`src/rtl/button_ctrl.sv`:
```
`default_nettype none
// ============================================================================
// Module  : button_ctrl
// Brief   : Debounced enable/direction push-button toggles plus count strobe
// Revision: 1.0
// ============================================================================
module button_ctrl #(
  parameter int unsigned DB_CYCLES   = 65536,
  parameter int unsigned TICK_CYCLES = 25000000
) (
  input  logic clk,
  input  logic rst,
  input  logic en,
  input  logic dir,
  output logic en_pulse,
  output logic dir_pulse,
  output logic en_state,
  output logic dir_state,
  output logic count_tick
);

  localparam int unsigned      CNT_W     = (DB_CYCLES > 1) ? $clog2(DB_CYCLES) : 1;
  localparam logic [CNT_W-1:0] DB_LAST   = CNT_W'(DB_CYCLES - 1);
  localparam logic [31:0]      TICK_LAST = 32'(TICK_CYCLES - 1);

  logic [1:0]  btn_raw;
  logic [1:0]  pulse_w;
  logic        en_state_q, en_state_d;
  logic        dir_state_q, dir_state_d;
  logic [31:0] tick_cnt_q, tick_cnt_d;
  logic        tick_q, tick_d;

  assign btn_raw = {dir, en};

  // Channel 0 is en, channel 1 is dir; both are identical and independent.
  for (genvar g = 0; g < 2; g++) begin : g_chan
    logic             sync1_q, sync2_q;
    logic             db_q, db_d, db_dly_q;
    logic [CNT_W-1:0] cnt_q, cnt_d;
    logic             pulse_q;

    always_comb begin
      db_d  = db_q;
      cnt_d = '0;
      if (sync2_q != db_q) begin
        if (cnt_q == DB_LAST) begin
          db_d = ~db_q;
        end else begin
          cnt_d = cnt_q + CNT_W'(1);
        end
      end
    end

    always_ff @(posedge clk) begin
      if (rst) begin
        sync1_q  <= 1'b0;
        sync2_q  <= 1'b0;
        db_q     <= 1'b0;
        db_dly_q <= 1'b0;
        cnt_q    <= '0;
        pulse_q  <= 1'b0;
      end else begin
        sync1_q  <= btn_raw[g];
        sync2_q  <= sync1_q;
        db_q     <= db_d;
        db_dly_q <= db_q;
        cnt_q    <= cnt_d;
        pulse_q  <= db_q & ~db_dly_q;
      end
    end

    assign pulse_w[g] = pulse_q;
  end

  always_comb begin
    en_state_d  = en_state_q ^ pulse_w[0];
    dir_state_d = dir_state_q ^ pulse_w[1];
    tick_cnt_d  = '0;
    tick_d      = 1'b0;
    // A wrap on the same edge en_state falls still emits its tick; the
    // counter is cleared on that edge so it reads 0 whenever en_state is 0.
    if (en_state_q) begin
      tick_d = (tick_cnt_q == TICK_LAST);
      if (!tick_d && !pulse_w[0]) begin
        tick_cnt_d = tick_cnt_q + 32'd1;
      end
    end
  end

  always_ff @(posedge clk) begin
    if (rst) begin
      en_state_q  <= 1'b0;
      dir_state_q <= 1'b1;
      tick_cnt_q  <= '0;
      tick_q      <= 1'b0;
    end else begin
      en_state_q  <= en_state_d;
      dir_state_q <= dir_state_d;
      tick_cnt_q  <= tick_cnt_d;
      tick_q      <= tick_d;
    end
  end

  assign en_pulse   = pulse_w[0];
  assign dir_pulse  = pulse_w[1];
  assign en_state   = en_state_q;
  assign dir_state  = dir_state_q;
  assign count_tick = tick_q;

endmodule
`default_nettype wire

```
`config.mk`:
```
export PLATFORM = sky130hd
export DESIGN_NAME = button_ctrl
export DESIGN_NICKNAME = d
export VERILOG_FILES = /design/src/rtl/button_ctrl.sv
export SDC_FILE = /design/constraint.sdc
export NUM_CORES = 1
export LEC_CHECK = 0
export CORE_ASPECT_RATIO = 0.75
export CORE_MARGIN = 10
export CORE_UTILIZATION = 30
export DETAILED_ROUTE_END_ITERATION = 10
export HOLD_SLACK_MARGIN = 0.15
export SYNTH_ARGS = -nofsm -noshare
export SYNTH_HDL_FRONTEND = slang
export SYNTH_SLANG_ARGS = --single-unit
```
`constraint.sdc`:
```
create_clock -name clk -period 1.8 [get_ports clk]
set_input_delay 0.18 -clock clk [delete_from_list [all_inputs] [get_ports clk]]
set_output_delay 0.18 -clock clk [all_outputs]
set_load 0.01 [all_outputs]
```
After elaboration in Yosys (flattened, before gate mapping):

Index checks and enable logic that the tools add are counted.

* logic and storage cells: 45
* RAM bits: 0
* input bits: 4
* memories: 0
* bits in registers: 77
* latch bits: 0
* output and inout port bits: 5
* ROM bits: 0

* add/subtract/negate cells: 3
* reductions and logical operators: 9
* shifts and indexed selects: 0
* div/mod/pow operators: 0
* $mul: 0
* magnitude comparators: 0
* bitwise logic cells: 12
* mux-type cells: 0
* eq/ne operators: 5

Operators with widths (count)
* adder 16 x 1 -> 16 bit, second input constant: 2
* adder 32 x 1 -> 32 bit, second input constant: 1
* equality test 16 bit, second input constant: 2
* equality test 32 x 25 -> 1 bit, second input constant: 1
* OR reduction 3 bit: 3
* NOT 1 bit: 8
* AND reduction 2 bit: 2
* bitwise AND 1 bit: 2
* logical NOT 1 bit: 2
* != test 1 bit: 2
* OR reduction 2 bit: 1
* bitwise XOR 1 bit: 2
* logical AND 1 bit: 1

Longest topological paths before layout:

Gate-level depths: netlist (run 1).

* depth in word-level cells: 5
* mapped depth: 7
* depth with buffers taken out: 5

Worst setup path before layout (run 1):

OpenSTA, ideal clock, no wires.

* kind: reg2reg
* from: reg tick_cnt_q[0]
* to: reg tick_cnt_q[28]
* data arrival time: 1.655 ns
* path slack: 0.079 ns
* data required time: 1.734 ns
* cell stages (with the launch flop): 7
* clock period less this slack: 1.721 ns
* cell sequence: dfxtp_1 ha_1 and2_1 clkbuf_1 nand2_2 or4_4 a21oi_2

* word-level cells in the longest chain between the ends: 5
* elaborated cells between the ends (all ways): 6

RTL lines
* from (decl): line 30 `logic [31:0] tick_cnt_q, tick_cnt_d;`
* from (signal assigned): line 99 `tick_cnt_q <= tick_cnt_d;`
* branches (longest 5 deep; another with adder 32 x 1 -> 32 bit)

Several ways; the timed one is not identified.
A chain may end at the register's enable or synchronous reset.

Final worst setup path (run 1):

* from: reg tick_cnt_q[22]
* to: reg tick_cnt_q[26]

Same word-level chain as after synthesis.

==> flow_summary.json, run 1 <==
{
  "async_flop_share_pct": 0,
  "path_common_cell": "buf_4",
  "syn_area_sq_um": 3390,
  "fin_area_sq_um": 4190,
  "layout.nets": 419,
  "drcViolationCount": 0,
  "slew_headroom_pct": 77.8,
  "dr_total_vias": 2803,
  "dp_hpwl_um": 4890,
  "ios": 9,
  "port-buffer-count": 8,
  "cap_violations": 0,
  "ys.warnings.count": 0,
  "final_layout_size_suffix_gt1_share_pct": 15.8,
  "min_period_ns": 1.75,
  "diodes": 0,
  "syn_inst": 381,
  "grt_util_met2_pct": 13.4,
  "dr.first_iter.drc_count": 156,
  "clk_latency_ns": 0.34,
  "clk_pin_slew_ns": 0.06,
  "clk_path_buf_depth": 2,
  "globalplace.congestion": 0.799,
  "ant_nets": 0,
  "routedWlPerCell_um": 12.6,
  "arrival_ns": 1.96,
  "hold_violations": 0,
  "max_freq_ghz": 0.573,
  "dieArea_sq_um": 16000,
  "clkSinkCount": 77,
  "viasPerCell": 5.03,
  "gr-usage-met1_pct": 11.5,
  "drtPass1Iterations": 4,
  "place_area_sq_um": 3760,
  "met3_usage_pct": 3.33,
  "grt_max_degree": 22,
  "grt_pass1_vias": 2568,
  "setup_violations": 0,
  "path_cells": "nor4bb_4 -> buf_4 -> nand4_1 -> o31ai_4 -> buf_4 -> clkbuf_16 -> a21oi_1",
  "tritoncts": "built",
  "ys_seq_elements": 77,
  "status": "finished clean",
  "critical_path.max_stage_delay_ns": 0.34,
  "syn-num-nets": 388,
  "syn_to_final_growth_pct": 23.7,
  "grt_pass1_wl_um": 11900,
  "fin_util_pct": 38.2,
  "grt_busiest_layer": "met2",
  "initial_utilization_pct": 30.8,
  "wl_um": 7040,
  "num_rows": 33,
  "endpoint_kind": "flip-flop",
  "power_leakage_nw": 1.35,
  "yosysSeqAreaShare_pct": 45.5,
  "vdd_drop_max_uv": 442,
  "maxSlewViolCount": 0,
  "yosysUniqueCellTypes": 40,
  "skew_ns": 0.0107,
  "synth_edf_count": 0,
  "cp_max_fo": 10,
  "hp-class": "flip-flop to flip-flop",
  "crit_path_start_kind": "flip-flop",
  "min_period_over_period_pct": 97.0,
  "fp.dieW_um": 143,
  "grtUsageTotal_pct": 9.05,
  "die_h_um": 112,
  "worstMarginPinSlew_ns": 0.330,
  "crit_required_ns": 2.02,
  "cts-root-buf": "clkbuf_16",
  "htreeDepth": 3,
  "p_per_area_nw_per_um2": 883,
  "crit_slowest_cell": "dfxtp_1",
  "synth_ff_type": "dfxtp_1",
  "antenna_found_initial": 0,
  "path_class": "flip-flop to flip-flop",
  "core-area_sq_um": 11000,
  "overflow": 0,
  "syn_area_per_cell_sq_um": 8.89,
  "tns_ns": 0,
  "cts_buffers": 9
}
-- critical path, delay by kind of cell, from the launching register on --
kind                   cells  cell delay [ns]
DFF                        1             0.34
AOI/OAI and AO/OA          2             0.34
and+or+nand+nor            2             0.46
buffers and inverters      3             0.47
-- cells by family after synthesis --
kind of cell             synth area share [%]
adder cells (fa/ha/maj)                  1.11
buffers and inverters                    3.36
multiplexers                            0.591
AO/OA/AOI/OAI                            9.08
XOR/XNOR                                 10.6
AND/OR/NAND/NOR                          29.8
flip-flops                               45.5
-- stage by stage --
step           cells  setup WS, ns  hold WS [ns]  power, mW
6_report         557        0.0549         0.390       3.70
5_1_grt          557       -0.0234         0.405       3.82
4_1_cts          552        0.0214         0.390       3.76
3_5_place_dp     536        0.0285         0.377       1.78
3_3_place_gp     536        0.0661         0.374       1.78
2_1_floorplan    381        0.0786         0.308       1.77
-- area by class of cell --
cell class	instances	area (sq um)
Fill cell	1092	6790
Sequential cell	77	1550
Clock inverter	4	70.1
Clock buffer	12	256
Multi-Input combinational cell	280	1780
Timing Repair Buffer	35	333
Inverter	9	33.8
Tap cell	140	175
-- power breakdown --
part,internal (mW),leakage (nW),switching [mW]
sequential,1.71,0.622,0.00260
clock,1.28,0.163,0.675
combinational,0.0166,0.566,0.0126
-- cells in the mapped netlist (all sizes together) (9+ instances only) --
| library cell | count | share of area, % |
|---|---|---|
| nor2 | 56 | 6.2 |
| nand3 | 21 | 3.1 |
| nand4 | 22 | 4.5 |
| a21oi | 20 | 3.3 |
| inv | 9 | 1.0 |
| buf | 9 | 1.7 |
| xor2 | 18 | 4.7 |
| dfxtp | 77 | 45 |
| xnor2 | 23 | 5.9 |
| or4 | 11 | 2.8 |
| o31ai | 12 | 2.8 |
| nand2 | 23 | 2.6 |
-- flip-flops by register name, summed over array words and instances (netlist names), 2 cells and up --
register	count
g_chan.sync1_q	2
tick_cnt_q	32
g_chan.cnt_q	32
g_chan.sync2_q	2
g_chan.db_q	2
g_chan.db_dly_q	2
-- cell usage in the layout, fill, tap and decap left out, types with 4 or more instances in the layout --
cell type | netlist | routed
dfxtp_1 | 77 | 74
nor2_1 | 56 | 56
xnor2_1 | 23 | 23
nand2_1 | 22 | 22
buf_4 | 0 | 22
nand4_1 | 21 | 21
nand3_1 | 21 | 21
xor2_1 | 18 | 18
a21oi_1 | 17 | 17
o31ai_1 | 11 | 11
clkbuf_16 | 0 | 10
inv_1 | 9 | 9
nand2b_1 | 8 | 8
o21ai_0 | 8 | 8
or3_1 | 8 | 8
clkdlybuf4s50_1 | 0 | 8
nor3_1 | 7 | 7
or4_1 | 8 | 7
nor4_1 | 6 | 6
and3_1 | 8 | 5
or4_4 | 3 | 4
nor2b_1 | 4 | 4
-- worst paths after layout --
| path | from | endpoint | slack (ns) | cells after the start |
|---|---|---|---|---|
| setup / recovery | tick_cnt_q[22] | tick_cnt_q[26] | 0.05 | 7 |
| hold / removal | g_chan[1].db_dly_q | dir_pulse | 0.39 | 1 |
| setup reg to reg | tick_cnt_q[22] | tick_cnt_q[26] | 0.05 | 7 |
| hold reg to reg | g_chan[1].db_dly_q | dir_pulse | 0.39 | 1 |
-- layer usage --
metal / part of all wire, % / vias up
met5: 0 / -
met4: 1.6 / 0
met3: 3.5 / 9
met2: 45 / 25
met1: 50 / 1342
li1: - / 1427
-- repair_timing --
item / CTS / global route
gates cloned: 0 / 1
buffers inserted: 0 / 4
hold buffers: 0 / 0
setup endpoints to repair: 1 / 32
resized for setup: 0 / 18
pin swaps: 1 / 3
No activity file was read; power rests on OpenSTA's default activity.
==> run 2, diff against run 1 <==
- ABC_CLOCK_PERIOD_IN_PS: default -> 1800
==> results of run 2 <==
Same layout as run 1: the final DEF is identical, and so are final timing and power.
